==> config.mk <==
export PLATFORM = sky130hd
export DESIGN_NAME = anim_frame_ctrl_flat
export DESIGN_NICKNAME = d
export VERILOG_FILES = /design/src/rtl/anim_frame_ctrl_if.sv /design/src/rtl/anim_frame_ctrl.sv /design/src/flat_wrapper.sv
export SDC_FILE = /design/constraint.sdc
export NUM_CORES = 1
export LEC_CHECK = 0
export BUFFER_PORTS_ARGS = -buffer_cell sky130_fd_sc_hd__buf_2
export CAP_MARGIN = 15
export CORE_UTILIZATION = 41
export CTS_CLUSTER_DIAMETER = 80
export CTS_CLUSTER_SIZE = 40
export DETAILED_ROUTE_END_ITERATION = 6
export GPL_TIMING_DRIVEN = 0
export PLACE_DENSITY = 0.58
export SLEW_MARGIN = 15
export SYNTH_ARGS = -nofsm -noshare
export SYNTH_HDL_FRONTEND = slang
export SYNTH_SLANG_ARGS = --single-unit
==> constraint.sdc <==
create_clock -name clk -period 3.5 [get_ports clk]
set_clock_uncertainty 0.15 [all_clocks]
set_input_delay 0.7 -clock clk [delete_from_list [all_inputs] [get_ports clk]]
set_output_delay 0.7 -clock clk [all_outputs]
set_load 0.03 [all_outputs]
==> src/rtl/anim_frame_ctrl_if.sv <==
// Bundle of the controller's datapath/VGA-side signals.
// master: the frame controller; slave: the game datapath / VGA adapter side.
interface anim_frame_ctrl_if #(
    parameter int N_OBJ     = 4,
    parameter int OBJ_IDX_W = 2,
    parameter int PIX_W     = 4
);
    logic                 pause;
    logic [N_OBJ-1:0]     touch_edge;
    logic                 plot_ready;
    logic [OBJ_IDX_W-1:0] obj_sel;
    logic [PIX_W-1:0]     pix_idx;
    logic [1:0]           op;
    logic                 datapath_en;
    logic                 move_en;
    logic                 load_coord;
    logic                 frame_tick;
    logic                 game_over;

    modport master (
        input  pause, touch_edge, plot_ready,
        output obj_sel, pix_idx, op, datapath_en, move_en,
               load_coord, frame_tick, game_over
    );

    modport slave (
        output pause, touch_edge, plot_ready,
        input  obj_sel, pix_idx, op, datapath_en, move_en,
               load_coord, frame_tick, game_over
    );
endinterface

==> src/rtl/anim_frame_ctrl.sv <==
// Frame-sequencing controller for the VGA animation path: draws N_OBJ
// sprites pixel by pixel, checks for edge collision, waits one frame,
// erases, loads new coordinates and repeats. A collision enters a timed
// game-over hold that restarts play by itself.
module anim_frame_ctrl #(
    parameter int N_OBJ            = 4,
    parameter int OBJ_IDX_W        = 2,
    parameter int PIX_PER_OBJ      = 16,
    parameter int PIX_W            = 4,
    parameter int WAIT_CYCLES      = 1666666,
    parameter int WAIT_W           = 21,
    parameter int OVER_HOLD_FRAMES = 30
) (
    input  logic              clk,
    input  logic              reset_n,
    anim_frame_ctrl_if.master bus
);

    localparam int HOLD_W = (OVER_HOLD_FRAMES > 1) ? $clog2(OVER_HOLD_FRAMES) : 1;

    localparam logic [OBJ_IDX_W-1:0] OBJ_LAST   = OBJ_IDX_W'(N_OBJ - 1);
    localparam logic [PIX_W-1:0]     PIX_LAST   = PIX_W'(PIX_PER_OBJ - 1);
    localparam logic [WAIT_W-1:0]    FRAME_LAST = WAIT_W'(WAIT_CYCLES - 1);
    localparam logic [HOLD_W-1:0]    HOLD_LAST  = HOLD_W'(OVER_HOLD_FRAMES - 1);

    typedef enum logic [2:0] {
        S_DRAW,
        S_CHECK_OVER,
        S_WAIT,
        S_ERASE,
        S_LOAD_COORD,
        S_GAME_OVER
    } state_t;

    state_t               state_q, state_d;
    logic [OBJ_IDX_W-1:0] obj_q,   obj_d;
    logic [PIX_W-1:0]     pix_q,   pix_d;
    logic [WAIT_W-1:0]    frame_q, frame_d;
    logic [HOLD_W-1:0]    hold_q,  hold_d;

    logic frame_run;
    logic frame_wrap;

    // The frame timer only advances while waiting or holding game-over, and
    // pause freezes it (including suppressing the wrap on the last count).
    assign frame_run  = ((state_q == S_WAIT) || (state_q == S_GAME_OVER)) && !bus.pause;
    assign frame_wrap = frame_run && (frame_q == FRAME_LAST);

    // Next-state, iterator, frame-timer and hold-counter logic.
    always_comb begin
        // NOTE: every signal driven here gets a default first so no latch is inferred.
        state_d = state_q;
        obj_d   = obj_q;
        pix_d   = pix_q;
        frame_d = frame_q;
        hold_d  = hold_q;

        if (frame_run) begin
            frame_d = frame_wrap ? '0 : frame_q + WAIT_W'(1);
        end

        case (state_q)
            S_DRAW, S_ERASE: begin
                if (bus.plot_ready) begin
                    if (pix_q == PIX_LAST) begin
                        pix_d = '0;
                        if (obj_q == OBJ_LAST) begin
                            obj_d   = '0;
                            state_d = (state_q == S_DRAW) ? S_CHECK_OVER : S_LOAD_COORD;
                        end else begin
                            obj_d = obj_q + OBJ_IDX_W'(1);
                        end
                    end else begin
                        pix_d = pix_q + PIX_W'(1);
                    end
                end
            end
            S_CHECK_OVER: begin
                state_d = (|bus.touch_edge) ? S_GAME_OVER : S_WAIT;
            end
            S_WAIT: begin
                if (frame_wrap) begin
                    state_d = S_ERASE;
                end
            end
            S_LOAD_COORD: begin
                state_d = S_DRAW;
            end
            S_GAME_OVER: begin
                if (frame_wrap) begin
                    if (hold_q == HOLD_LAST) begin
                        hold_d  = '0;
                        state_d = S_LOAD_COORD;
                    end else begin
                        hold_d = hold_q + HOLD_W'(1);
                    end
                end
            end
            default: begin
                state_d = S_DRAW;
            end
        endcase
    end

    // State and counter registers with synchronous active-low reset.
    always_ff @(posedge clk) begin
        // NOTE: sequential state uses non-blocking assignments so all registers update together.
        if (!reset_n) begin
            state_q <= S_DRAW;
            obj_q   <= '0;
            pix_q   <= '0;
            frame_q <= '0;
            hold_q  <= '0;
        end else begin
            state_q <= state_d;
            obj_q   <= obj_d;
            pix_q   <= pix_d;
            frame_q <= frame_d;
            hold_q  <= hold_d;
        end
    end

    // Moore outputs decoded from the state register; frame_tick marks the wrap.
    assign bus.obj_sel     = obj_q;
    assign bus.pix_idx     = pix_q;
    assign bus.op          = (state_q == S_ERASE) ? 2'b01 : 2'b00;
    assign bus.datapath_en = (state_q == S_DRAW) || (state_q == S_ERASE);
    assign bus.move_en     = (state_q == S_DRAW) || (state_q == S_ERASE) || (state_q == S_WAIT);
    assign bus.load_coord  = (state_q == S_LOAD_COORD);
    assign bus.frame_tick  = frame_wrap;
    assign bus.game_over   = (state_q == S_GAME_OVER);

endmodule

==> src/flat_wrapper.sv <==
// flat-port wrapper written by rule: the top's interface ports become plain ports
module anim_frame_ctrl_flat 
#(
    parameter int N_OBJ            = 4,
    parameter int OBJ_IDX_W        = 2,
    parameter int PIX_PER_OBJ      = 16,
    parameter int PIX_W            = 4,
    parameter int WAIT_CYCLES      = 1666666,
    parameter int WAIT_W           = 21,
    parameter int OVER_HOLD_FRAMES = 30
)
  (clk, reset_n, bus_pause, bus_touch_edge, bus_plot_ready, bus_obj_sel, bus_pix_idx, bus_op, bus_datapath_en, bus_move_en, bus_load_coord, bus_frame_tick, bus_game_over);
  anim_frame_ctrl_if #(.N_OBJ(N_OBJ), .OBJ_IDX_W(OBJ_IDX_W), .PIX_W(PIX_W)) bus_i ();
  input  logic clk;
  input  logic reset_n;
  input wire logic [$bits(bus_i.pause)-1:0] bus_pause;
  input wire logic [$bits(bus_i.touch_edge)-1:0] bus_touch_edge;
  input wire logic [$bits(bus_i.plot_ready)-1:0] bus_plot_ready;
  output wire logic [$bits(bus_i.obj_sel)-1:0] bus_obj_sel;
  output wire logic [$bits(bus_i.pix_idx)-1:0] bus_pix_idx;
  output wire logic [$bits(bus_i.op)-1:0] bus_op;
  output wire logic [$bits(bus_i.datapath_en)-1:0] bus_datapath_en;
  output wire logic [$bits(bus_i.move_en)-1:0] bus_move_en;
  output wire logic [$bits(bus_i.load_coord)-1:0] bus_load_coord;
  output wire logic [$bits(bus_i.frame_tick)-1:0] bus_frame_tick;
  output wire logic [$bits(bus_i.game_over)-1:0] bus_game_over;
  assign bus_i.pause = bus_pause;
  assign bus_i.touch_edge = bus_touch_edge;
  assign bus_i.plot_ready = bus_plot_ready;
  assign bus_obj_sel = bus_i.obj_sel;
  assign bus_pix_idx = bus_i.pix_idx;
  assign bus_op = bus_i.op;
  assign bus_datapath_en = bus_i.datapath_en;
  assign bus_move_en = bus_i.move_en;
  assign bus_load_coord = bus_i.load_coord;
  assign bus_frame_tick = bus_i.frame_tick;
  assign bus_game_over = bus_i.game_over;
  anim_frame_ctrl #(.N_OBJ(N_OBJ), .OBJ_IDX_W(OBJ_IDX_W), .PIX_PER_OBJ(PIX_PER_OBJ), .PIX_W(PIX_W), .WAIT_CYCLES(WAIT_CYCLES), .WAIT_W(WAIT_W), .OVER_HOLD_FRAMES(OVER_HOLD_FRAMES)) u_core (.clk(clk), .reset_n(reset_n), .bus(bus_i));
endmodule
[Yosys cells after proc, flatten, opt, wreduce, memory -nomap -nowiden]
Index checks and enable logic that the tools add are counted.
Widths: inputs -> output; s select.
Storage, ports and cells
  output and inout bits: 13
  logic and storage cells: 51
  register bits: 35
Operators by class
  mux-type cells: 14
  eq/ne operators: 15
  add/sub/neg operators: 4
  reductions and logical operators: 13
Operator list (count)
  $mux 3: 8
  $add 21x1->21 const B: 1
  $eq 21x21->1 const B: 1
  $mux 21: 1
  $pmux 3 s4: 1
  $ne 2x1->1 const B: 5
  $eq 3x2->1 const B: 2
  $eq 3x3->1 const B: 2
  $reduce_and 6->1: 1
  $add 5x1->5 const B: 1
  $eq 5x5->1 const B: 1
  $mux 5: 1
  $add 4x1->4 const B: 1
  $eq 4x4->1 const B: 1
  $mux 4: 1
  $reduce_and 2->1: 2
  $reduce_or 4->1: 1
  $eq 3x1->1 const B: 1
  $logic_not 3->1: 1
  $logic_or 1x1->1: 3
  $reduce_and 3->1: 1
  $add 2x1->2 const B: 1
  $eq 2x2->1 const B: 1
  $logic_and 1x1->1: 2
  other kinds (5): 5

[Depth between registers and ports, before layout]
  depth after elaboration: 6
  depth in mapped cells: 8
  gate-level depth less buffers: 7

[Worst setup path before layout]
Ideal clock, no wire load.
  path type: register -> output
  from: register u_core.frame_q[16]
  to: output port bus_frame_tick
  slack: 0.883 ns
  arrival: 1.767 ns
  path buffers: 0
  required time: 2.650 ns
  cell stages (with the launch flop): 5
  path through: dfxtp_1 or4bb_1 nor2_1 nand4_1 nor3_1
Between the ends
  longest elaborated chain between the ends: 2
Ends and longest elaborated chain
  start, declared: RTL line anim_frame_ctrl.sv:38  | logic [WAIT_W-1:0] frame_q, frame_d;
  start signal, assigned: RTL line anim_frame_ctrl.sv:118  | frame_q <= frame_d;
  $eq 21x21->1: RTL line anim_frame_ctrl.sv:47  | assign frame_wrap = frame_run && (frame_q == FRAME_LAST);
  $logic_and 1x1->1: RTL line anim_frame_ctrl.sv:47
  end, declared: RTL line flat_wrapper.sv:25  | output wire logic [$bits(bus_i.frame_tick)-1:0] bus_frame_tick;
Every way passes these cells.

[Worst setup path in the final report]
Ends and elaborated chain as after synthesis.

==> metrics.md <==
| Metric | Value |
|---|---|
| Worst Path Buf+Inv | 1 |
| Max Cap Viol | 0 |
| Crit Path Max Fanout | 6 |
| Reg2reg start | u_core.state_q[1] |
| CP Depth | 5 |
| Internal power | 592 uW |
| Clock share of power | 42.8% |
| Port buffer count | 19 |
| Post-route ant nets | 0 |
| Largest area contributor in the netlist | dfxtp_1 |
| DRT Wirelength | 3.69 mm |
| Layout Utilization | 49.1% |
| PnR worst setup slack | 753 ps |
| Critical path's slowest cell | or4bb_1 |
| Share of cells above drive strength 1 | 16.7% |
| Crit-path leading delay family | simple AND/OR/NAND/NOR gates |
| EDFF count, synth | 0 |
| Ys flop type | dfxtp_1 |
| Cell Pwr Density | 353 mW/mm2 |
| Worst Reg2Reg Path Length in Cells | 6 |
| FP Rows | 24 |
| Clk_lat worst skew | 290 ps |
| TritonCTS Sinks | 35 |
| Final Slew Violations | 0 |
| Crit Path Class | flop to primary output |
| Die ar. | 0.00488 mm2 |
| Dpl hpwl | 2.71 mm |
| CTS tree | yes |
| Final min period | 2750 ps |
| Horiz. Die Dim | 69.8 um |
| Cts hold-fix bufs | 0 |
| Max-slew headroom at the worst pin | 56.4% |
| All-Layer GR Usage | 16.7% |
| Storage cell area | 701 um2 |
| Unrepaired setup endpoints after global routing | no |
| Max Buffers Root-to-Sink | 2 |
| Critical Path AT | 1900 ps |
| Hold endpoint | u_core.hold_q[1] |
| Share of the yosys chip area belonging to registers | 37.1% |
| Psw | 168 uW |
| Outcome | completed |
| Worst setup SP type | flop |
| Setup Buffers After CTS | 0 |
| Gr ovfl total | 0 |
| Wirelength per Cell | 12.4 um |
| I/O pin total | 21 |
| Nets@finish | 258 |
| Final Hold Fails | 0 |
| Final setup vio count | 0 |
| Post-Syn Area | 0.00189 mm2 |
| Hold path start | u_core.hold_q[1] |
| Yosys top cell area share | 37.1% |
| Top post-synthesis cells by area | dfxtp_1 (37%), xor2_1 (8.4%), nor2_1 (6.2%) |
| VDD IR max | 169 uV |
| # DRC | 0 |
| Worst-Margin Slew | 648 ps |
| Synth unique cells | 46 |
| Reg2Reg Setup Slack | 1300 ps |
| Gp weighted congestion | 0.808 |
| Antenna violations before repair | 0 |
| Htree depth | 2 |
| First-pass GRT wire length | 6.49 mm |
| Setup TNS | 0 ps |
| Hold Crit Class | flop to flop |
| Vias in the first global route | 1376 |
| Vias per std cell | 5.21 |
| Yosys reg bits | 35 |
| Max Clock Freq | 364 MHz |
| 1st-pass router iterations | 4 |
| Worst r2r dst | u_core.state_q[0] |
| Worst path cell trace | or4bb_1 > nor2_1 > nand4_1 > nor3_1 > buf_2 |
| Syn Inst Count | 218 |
| Footprint of the multi-input gates | 0.00111 mm2 |
| Mean Syn Cell Area | 8.66 um2 |
| CP Capture Type | primary output |
| Core Box Area | 0.00438 mm2 |
| Hold Path Stages | 2 |
| ANT cells | 0 |
| Period utilization | 78.5% |
| Leak | 0.815 nW |
| Comb pwr share | 4.2% |
| Vias | 1548 |
| Net Sw Frac | 22.1% |
| Fraction of registers with async set/reset | 0% |
| Post_cts resized | 0 |
| Initial Utilization | 43.0% |
| Max incr delay on CP | 500 ps |
| Total design power | 760 uW |
| Place WS | 1040 ps |
| Reg clk slew, reported paths | 60 ps |
| Warnings, synthesis | 0 |
| # fillers | 430 |
| Inserted Clock Buffers | 5 |
| Violation count after the first detailed-routing iteration | 43 |
| Die Span Y | 69.8 um |
| Syn_nets | 232 |
| Layout area overhead | 14.0% |
| Sequential share of power | 53.0% |
| Pin count of the biggest net entering global routing | 12 |
| Root Buffer | clkbuf_8 |
| Worst EP required | 2650 ps |
## tightest hold or removal path: cells and delay by family, from the launching register on
kind            cells  cell delay (ps)
compound gates      1               50
simple gates        1               70
flops               1              350
## stage by stage
step	hold slack (ps)	instance area, um2	instances
after floorplan	320	1890	218
after global placement	346	2050	289
after detailed placement	350	2050	289
after CTS	359	2150	297
after global routing	400	2150	297
final	356	2150	297
## Yosys cell counts (3+ instances only)
cell,number
a21boi_1,4
a21oi_1,3
and2_1,4
and3_1,6
buf_4,3
clkbuf_1,3
dfxtp_1,35
ha_1,6
inv_1,8
mux2i_1,3
nand2_1,11
nand3_1,14
nand4_1,10
nor2_1,31
nor2b_1,8
nor3_1,5
nor4_1,5
o21ai_0,4
or3_1,5
xnor2_1,4
xor2_1,18
## area by class of cell
class / instances / share of cell area, %
timing repair buffer: 19 / 4.42
clock buffer: 7 / 4.48
multi-input combinational: 168 / 51.7
clock inverter: 1 / 0.349
sequential: 35 / 32.6
tap: 52 / 3.03
inverter: 8 / 1.40
buffer: 7 / 2.09
## power by group through the flow
stage	clock, mW	combinational (mW)	sequential (mW)
finish	0.325	0.0319	0.403
global route	0.355	0.0356	0.403
CTS	0.338	0.0326	0.403
detailed placement	0	0.0326	0.412
global placement	0	0.0325	0.412
floorplan	0	0.0160	0.417
## cells by family (layout without fill, tap and decap cells)
logic type                 after synthesis  in the layout  synth area share (%)
adders and majority gates                6              6                  3.98
DFF                                     35             35                  37.1
other                                    1              1                 0.199
muxes                                    3              3                  1.59
AOI/OAI and AO/OA                       23             23                  9.81
and+or+nand+nor                        113            113                  33.1
buffers and inverters                   15             42                  3.98
xor gates and xnor gates                22             22                  10.2
## cell usage in the layout, fill, tap and decap left out, types with 5 or more instances in the layout
| cell type | Yosys | layout |
|---|---|---|
| xor2_1 | 18 | 18 |
| nand4_1 | 10 | 10 |
| dfxtp_1 | 35 | 35 |
| inv_1 | 8 | 8 |
| and3_1 | 6 | 6 |
| nor2_1 | 31 | 31 |
| clkbuf_8 | 0 | 7 |
| or3_1 | 5 | 5 |
| nand2_1 | 11 | 11 |
| nor4_1 | 5 | 5 |
| nand3_1 | 14 | 14 |
| nor3_1 | 5 | 5 |
| ha_1 | 6 | 6 |
| nor2b_1 | 8 | 8 |
| buf_2 | 0 | 19 |
## sequential cells by signal (all words and copies together) (netlist names)
register and cells:
u_core.state_q 3, u_core.bus.obj_sel 2, u_core.hold_q 5, u_core.frame_q 21, u_core.bus.pix_idx 4
## per-layer routing
| metal | GRT usage, % | share of wire (%) | up-vias |
|---|---|---|---|
| li1 | - | - | 823 |
| met2 | 22.6 | 40 | 23 |
| met1 | 24.4 | 55 | 696 |
| met4 | 7.33 | 1.9 | 0 |
| met3 | 4.51 | 3.5 | 6 |
| met5 | 0 | 0 | - |
## how the worst max path moves through the flow
| stage | startpoint | endpoint | slack, ps |
|---|---|---|---|
| floorplan | u_core.frame_q[16] | bus_frame_tick | 880 |
| global placement | u_core.frame_q[16] | bus_frame_tick | 1030 |
| detailed placement | u_core.frame_q[16] | bus_frame_tick | 1040 |
| CTS | u_core.frame_q[16] | bus_frame_tick | 710 |
| global route | u_core.frame_q[16] | bus_frame_tick | 610 |
| finish | u_core.frame_q[16] | bus_frame_tick | 750 |
Power figures use the tool's default switching activity.
